--- config.mk ---
export PLATFORM = sky130hd
export DESIGN_NAME = if_fetch_unit
export DESIGN_NICKNAME = d
export VERILOG_FILES = /design/src/rtl/if_fetch_unit.sv
export SDC_FILE = /design/constraint.sdc
export NUM_CORES = 1
export LEC_CHECK = 0
export CAP_MARGIN = 20
export CORE_UTILIZATION = 50
export CTS_BUF_LIST = sky130_fd_sc_hd__clkbuf_8
export CTS_CLUSTER_DIAMETER = 100
export DETAILED_ROUTE_END_ITERATION = 8
export GPL_TIMING_DRIVEN = 0
export PLACE_DENSITY = 0.79
export RECOVER_POWER = 100
export SLEW_MARGIN = 20
export SYNTH_ARGS = -nofsm -noshare
export SYNTH_HDL_FRONTEND = slang
export SYNTH_SLANG_ARGS = --single-unit
--- constraint.sdc ---
create_clock -name clk -period 4.61 [get_ports clk]
set_input_delay 0.922 -clock clk [delete_from_list [all_inputs] [get_ports clk]]
set_output_delay 0.922 -clock clk [all_outputs]
set_load 0.02 [all_outputs]
--- src/rtl/if_fetch_unit.sv ---
// if_fetch_unit: decoupled instruction-fetch stage for the SRAM-like bus.
// Requests are issued ahead of responses, with up to MAX_OUTSTANDING of them
// in flight. Responses return in request order and are matched against a PC
// queue. They are then staged in an IBUF_DEPTH-entry buffer toward ID.
// A redirect (flush or taken branch) cancels in-flight responses by count.
// A misaligned fetch PC produces one ADEF-tagged entry and then stalls
// fetching until the next redirect.
// Optional feature macro: IF_BYPASS_EN. When it is defined, a live response
// that arrives while the buffer is empty is presented to ID in the same cycle.
module if_fetch_unit #(
  parameter logic [31:0] RESET_PC        = 32'h1c000000,
  parameter int          IBUF_DEPTH      = 4,
  parameter int          MAX_OUTSTANDING = 2
) (
  input  logic        clk,
  input  logic        reset,
  output logic        inst_req,
  output logic        inst_wr,
  output logic [1:0]  inst_size,
  output logic [31:0] inst_addr,
  output logic [31:0] inst_wdata,
  input  logic        inst_addr_ok,
  input  logic        inst_data_ok,
  input  logic [31:0] inst_rdata,
  input  logic        id_allowin,
  input  logic [32:0] id_to_if_bus,
  output logic        if_to_id_valid,
  output logic [64:0] if_to_id_bus,
  input  logic        flush,
  input  logic [31:0] excep_entry
);

  localparam int OW  = $clog2(MAX_OUTSTANDING) + 1;
  localparam int CW  = $clog2(IBUF_DEPTH) + 1;
  localparam int IPW = $clog2(IBUF_DEPTH);
  // The PC queue keeps at least two slots so its pointer is never zero bits wide.
  localparam int QPW = (MAX_OUTSTANDING > 1) ? $clog2(MAX_OUTSTANDING) : 1;
  localparam int QD  = 1 << QPW;
  localparam logic [OW-1:0] OS_MAX  = OW'(MAX_OUTSTANDING);
  localparam logic [CW-1:0] IB_FULL = CW'(IBUF_DEPTH);

  logic [31:0]    fetch_pc;
  logic           adef_stall;
  logic [OW-1:0]  outstanding;
  logic [OW-1:0]  outstanding_nxt;
  logic [OW-1:0]  cancel_cnt;

  logic [31:0]    pcq_mem [QD];
  logic [QPW-1:0] pcq_head;
  logic [QPW-1:0] pcq_tail;

  logic [64:0]    ibuf_mem [IBUF_DEPTH];
  logic [IPW-1:0] ibuf_head;
  logic [IPW-1:0] ibuf_tail;
  logic [CW-1:0]  ibuf_count;

  logic           redirect;
  logic [31:0]    redirect_pc;
  logic           handshake;
  logic           resp_valid;
  logic           resp_live;
  logic [64:0]    resp_entry;
  logic           ibuf_empty;
  logic           ibuf_full;
  logic           fetch_room;
  logic           adef_push;
  logic           bypass_sel;
  logic           ibuf_push;
  logic           ibuf_pop;
  logic [64:0]    ibuf_wdata;

  // Fixed bus attributes: word-sized reads only.
  assign inst_wr    = 1'b0;
  assign inst_size  = 2'b10;
  assign inst_wdata = 32'h0;
  assign inst_addr  = fetch_pc;

  // Flush takes priority over a branch that is taken in the same cycle.
  assign redirect    = flush | id_to_if_bus[32];
  assign redirect_pc = flush ? excep_entry : id_to_if_bus[31:0];

  assign ibuf_empty = (ibuf_count == '0);
  assign ibuf_full  = (ibuf_count == IB_FULL);
  // Buffer space is reserved when a request issues, so a response always has a slot.
  assign fetch_room = (32'(ibuf_count) + 32'(outstanding)) < 32'(IBUF_DEPTH);

  assign inst_req  = ~reset & ~redirect & ~adef_stall & (fetch_pc[1:0] == 2'b00)
                   & (outstanding < OS_MAX) & fetch_room;
  assign handshake = inst_req & inst_addr_ok;

  // A response with nothing outstanding is a bus violation and is ignored.
  assign resp_valid = inst_data_ok & (outstanding != '0);
  assign resp_live  = resp_valid & (cancel_cnt == '0);
  assign resp_entry = {inst_rdata, pcq_mem[pcq_head], 1'b0};

  assign adef_push = ~redirect & ~adef_stall & (fetch_pc[1:0] != 2'b00)
                   & (outstanding == '0) & (cancel_cnt == '0) & ~ibuf_full;

`ifdef IF_BYPASS_EN
  assign bypass_sel = ibuf_empty & resp_live;
`else
  assign bypass_sel = 1'b0;
`endif

  assign if_to_id_valid = (~ibuf_empty | bypass_sel) & ~redirect;
  assign if_to_id_bus   = bypass_sel ? resp_entry : ibuf_mem[ibuf_head];
  assign ibuf_pop       = if_to_id_valid & id_allowin & ~bypass_sel;

  assign outstanding_nxt = outstanding + OW'(handshake) - OW'(resp_valid);

  // Pick what enters the instruction buffer this cycle.
  always_comb begin
    // NOTE: every output of this block gets a default first, so no path leaves it unassigned and no latch is inferred.
    ibuf_push  = 1'b0;
    ibuf_wdata = resp_entry;
    if (adef_push) begin
      ibuf_push  = 1'b1;
      ibuf_wdata = {32'h0, fetch_pc, 1'b1};
    end else if (resp_live && !(bypass_sel && id_allowin)) begin
      ibuf_push = 1'b1;
    end
  end

  // Control state: fetch PC, counters, queue pointers and redirect handling.
  always_ff @(posedge clk) begin
    // NOTE: state uses non-blocking assignments, so every read in this block sees the pre-edge value.
    if (reset) begin
      fetch_pc    <= RESET_PC;
      adef_stall  <= 1'b0;
      outstanding <= '0;
      cancel_cnt  <= '0;
      pcq_head    <= '0;
      pcq_tail    <= '0;
      ibuf_head   <= '0;
      ibuf_tail   <= '0;
      ibuf_count  <= '0;
    end else begin
      outstanding <= outstanding_nxt;
      if (redirect) begin
        // Every response still owed after this edge belongs to the old path.
        // Cancelled responses never touch the PC queue, so it can restart empty.
        fetch_pc   <= redirect_pc;
        cancel_cnt <= outstanding_nxt;
        adef_stall <= 1'b0;
        pcq_head   <= '0;
        pcq_tail   <= '0;
        ibuf_head  <= '0;
        ibuf_tail  <= '0;
        ibuf_count <= '0;
      end else begin
        if (handshake) begin
          fetch_pc <= fetch_pc + 32'd4;
          pcq_tail <= pcq_tail + QPW'(1);
        end
        if (resp_live) pcq_head <= pcq_head + QPW'(1);
        if (resp_valid && !resp_live) cancel_cnt <= cancel_cnt - OW'(1);
        if (adef_push) adef_stall <= 1'b1;
        if (ibuf_push) ibuf_tail <= ibuf_tail + IPW'(1);
        if (ibuf_pop)  ibuf_head <= ibuf_head + IPW'(1);
        ibuf_count <= ibuf_count + CW'(ibuf_push) - CW'(ibuf_pop);
      end
    end
  end

  // Queue storage: writes only.
  always_ff @(posedge clk) begin
    // NOTE: storage arrays are not reset; the pointers and counts define which entries are valid.
    if (handshake) pcq_mem[pcq_tail]   <= fetch_pc;
    if (ibuf_push) ibuf_mem[ibuf_tail] <= ibuf_wdata;
  end

  // Simulation check for a response that arrives with no request outstanding.
  always_ff @(posedge clk) begin
    if (!reset) begin
      assert (!(inst_data_ok && (outstanding == '0)))
        else $error("if_fetch_unit: data_ok with no outstanding request");
    end
  end

endmodule

==> results.toml <==
[flow_run]
maxCapViolCount = 1

[global_routing]
grt_pass1_vias = 9383
use_met2_pct = 37.01
met1_usage_pct = 29.52
met3_usage_pct = 4.306
overflow = 0
grt_pass1_wl_mm = 52.36
grt_busiest_layer = "met2"
grt_max_degree = 48
grt_antenna_before_repair = 0
gr-usage-all-layers_pct = 22.07

[power_and_ir_drop]
power_switching_mw = 2.092
p_sw_share_pct = 25.76
intPower_mw = 6.032
clockPowerShare_pct = 32.6
vdd_drop_max_mv = 0.1870
p_total_mw = 8.124
p_seq_share_pct = 50.3
combinationalPowerShare_pct = 17.1
cellPowerDensity_nw_per_um2 = 420.2
p_leak_nw = 6.557

[placed_design]
port_buffers = 200
postPlaceCellArea_sq_um = 18290
dpl.hpwl_mm = 23.32
place.gp.congestion = 0.8867

[setup_path]
rr_worst_depth = 6
crit_chain = "clkdlybuf4s50_1, clkbuf_1, or3_1, clkbuf_1, clkbuf_2, nor2_1, clkdlybuf4s50_1"
rr_endpoint = "pcq_mem[0][6]"
crit_end = "inst_req"
worstReg2RegStart = "ibuf_count[1]"
r2r_slack_ps = 630
crit_fanout = 10
required_ps = 3690
critPathCaptureType = "primary output"
critPathMaxStageDelay_ps = 670
critPathKind = "input port to primary output"
startpoint = "flush"
cp-start-kind = "input port"
critPathSlowestCell = "clkdlybuf4s50_1"
arrival_ps = 3540

[routing]
num_vias = 9330
drt-wirelength-per-cell_um = 20.29
first_pass_iters = 5
vias_per_cell = 5.491
wl_mm = 34.47
ant_nets = 0
drt-initial-drc-count = 643
drc = 0

[logic_synthesis]
synthTopCellsByCount = "edfxtp_1 (324), mux4_2 (65), nor2_1 (65), a21oi_1 (60), dfxtp_1 (49)"
synth_edf_count = 324
netlist_area_sq_um = 15470
synth-main-ff-cell = "edfxtp_1"
synth_area_leaders = "edfxtp_1 (63%), mux4_2 (9.5%), dfxtp_1 (6.3%)"
synth_seq_cells = 373
synth.most_common_cell = "edfxtp_1"
yosys_warnings = 0
synth.avg_cell_area_sq_um = 16.08
postSynth.asyncResetShare_pct = 0
synth_cell_types = 60
synth_area_leader_cell = "edfxtp_1"
synthCells = 962
ys_seq_area_share_pct = 69.22
yosysTopAreaCellShare_pct = 62.88

[run_status]
violations = "capacitance limit, slew limit"
status = "finished, violations left"

[sta]
timing.final.crit_share_pct = 96.76
period_minus_slack_ps = 4461
hold_ws_ps = 492.1
tns_ps = 0
rsz0062_at_grt = "false"
maxSlewViolCount = 18
worstMarginPinSlew_ps = 1750
slew_headroom_pct = -17.07
finalHoldViolations = 0
setup_viol = 0
fmax_mhz = 224.2
fin_skew_ps = 22.12

[final_layout]
areaGrowthSynthToFinish_pct = 24.95
num-nets-final = 1373
drive_gt1_share_pct = 15.66
diodes = 0
design_area_sq_um = 19330

[die]
die_y_um = 177.9
num_rows = 64
die-width_um = 177.9
core_area_sq_um = 30510
initial_utilization_pct = 50.72
die_area_sq_um = 31660
ios = 237

[clock_network]
cts_tree = "yes"
cts.sinks = 373
clk_pin_slew_ps = 60
clock_latency_ps = 580
cts_buffers = 55
cts_buffer_depth = 3
htree_levels = 2
cts-root-buf = "clkbuf_8"

[hold_path]
hold_path_class = "register to register"
## timing repair
action / in CTS / in global routing
resized for setup: 0 / 2
hold buffers: 0 / 0
endpoints found under the setup margin: 0 / 1
setup buffers: 0 / 0
## logic make-up after synthesis
| family | share of synthesized area (%) |
|---|---|
| AO/OA/AOI/OAI | 5.652 |
| XOR/XNOR | 0.9056 |
| adder cells (fa/ha/maj) | 1.019 |
| buffers and inverters | 3.703 |
| flip-flops | 69.22 |
| multiplexers | 12.11 |
| other | 0.04853 |
| AND/OR/NAND/NOR | 7.342 |
## cell usage in the layout, fill, tap and decap left out, types with 13 or more instances in the layout
| master | Yosys | final |
|---|---|---|
| dlygate4sd3_1 | 0 | 93 |
| conb_1 | 2 | 35 |
| nand2_1 | 23 | 23 |
| a211oi_1 | 13 | 13 |
| o21ai_0 | 15 | 15 |
| inv_1 | 16 | 33 |
| clkdlybuf4s50_1 | 0 | 107 |
| and2_0 | 0 | 33 |
| clkbuf_8 | 1 | 58 |
| a21oi_1 | 60 | 60 |
| nand4_1 | 13 | 14 |
| buf_4 | 38 | 38 |
| dfxtp_1 | 49 | 49 |
| edfxtp_1 | 324 | 324 |
| nor2_1 | 65 | 65 |
| mux4_2 | 65 | 65 |
| mux2i_1 | 41 | 41 |
| a22oi_1 | 15 | 15 |
| clkbuf_1 | 34 | 38 |
| clkinv_1 | 0 | 13 |
| nor3_1 | 18 | 18 |
## per-stage QoR
step	utilization, %	instances	worst slack, ps
floorplan	-	995	513.2
global placement	59.31	1591	-1244
detailed placement	59.93	1597	181.9
CTS	63.55	1699	141.1
global route	63.37	1699	85.58
finish	63.37	1699	149.3
## area by class of cell
| class | count | area [sq um] |
|---|---|---|
| buffer | 89 | 510.5 |
| clock buffer | 57 | 784.5 |
| clock inverter | 45 | 320.3 |
| fill | 2219 | 11180 |
| inverter | 16 | 60.06 |
| multi-input combinational | 517 | 4308 |
| sequential | 373 | 10710 |
| tap | 396 | 495.5 |
| timing repair buffer | 206 | 2145 |
## layer usage
metal | share of wire (%) | wire [um]
met4 | 1.4 | 473
met5 | 0 | 0
met3 | 7.3 | 2514
met2 | 50 | 17220
met1 | 41 | 14260
## worst min path at each step
stage                 start            to  depth (start not counted)
2_1_floorplan      pcq_tail      pcq_tail                          2
3_3_place_gp       pcq_tail      pcq_tail                          2
3_5_place_dp       pcq_head      pcq_head                          2
4_1_cts        ibuf_tail[1]  ibuf_tail[1]                          2
5_1_grt            pcq_tail      pcq_tail                          2
6_report           pcq_tail      pcq_tail                          2
## worst max-delay path: cells and delay by family
kind,cells,cell delay (ps)
buffers and inverters,5,1940
and+or+nand+nor,2,680
## power groups by stage
stage	registers [mW]	clock network, mW	logic, mW
floorplan	4.16	0	0.806
global placement	4.17	0	1.41
detailed placement	4.16	0	1.47
CTS	4.09	2.71	1.48
global route	4.11	2.84	1.50
finish	4.09	2.65	1.39
## registers in the layout, indices dropped and copies added (netlist names), named ones only
| name | flops |
|---|---|
| ibuf_mem | 260 |
| ibuf_count | 3 |
| pcq_tail | 1 |
| ibuf_tail | 2 |
| adef_stall | 1 |
| cancel_cnt | 2 |
| ibuf_head | 2 |
| outstanding | 2 |
| pcq_head | 1 |
| inst_addr | 32 |
| pcq_mem | 64 |
No activity file was read; power rests on OpenSTA's default activity.
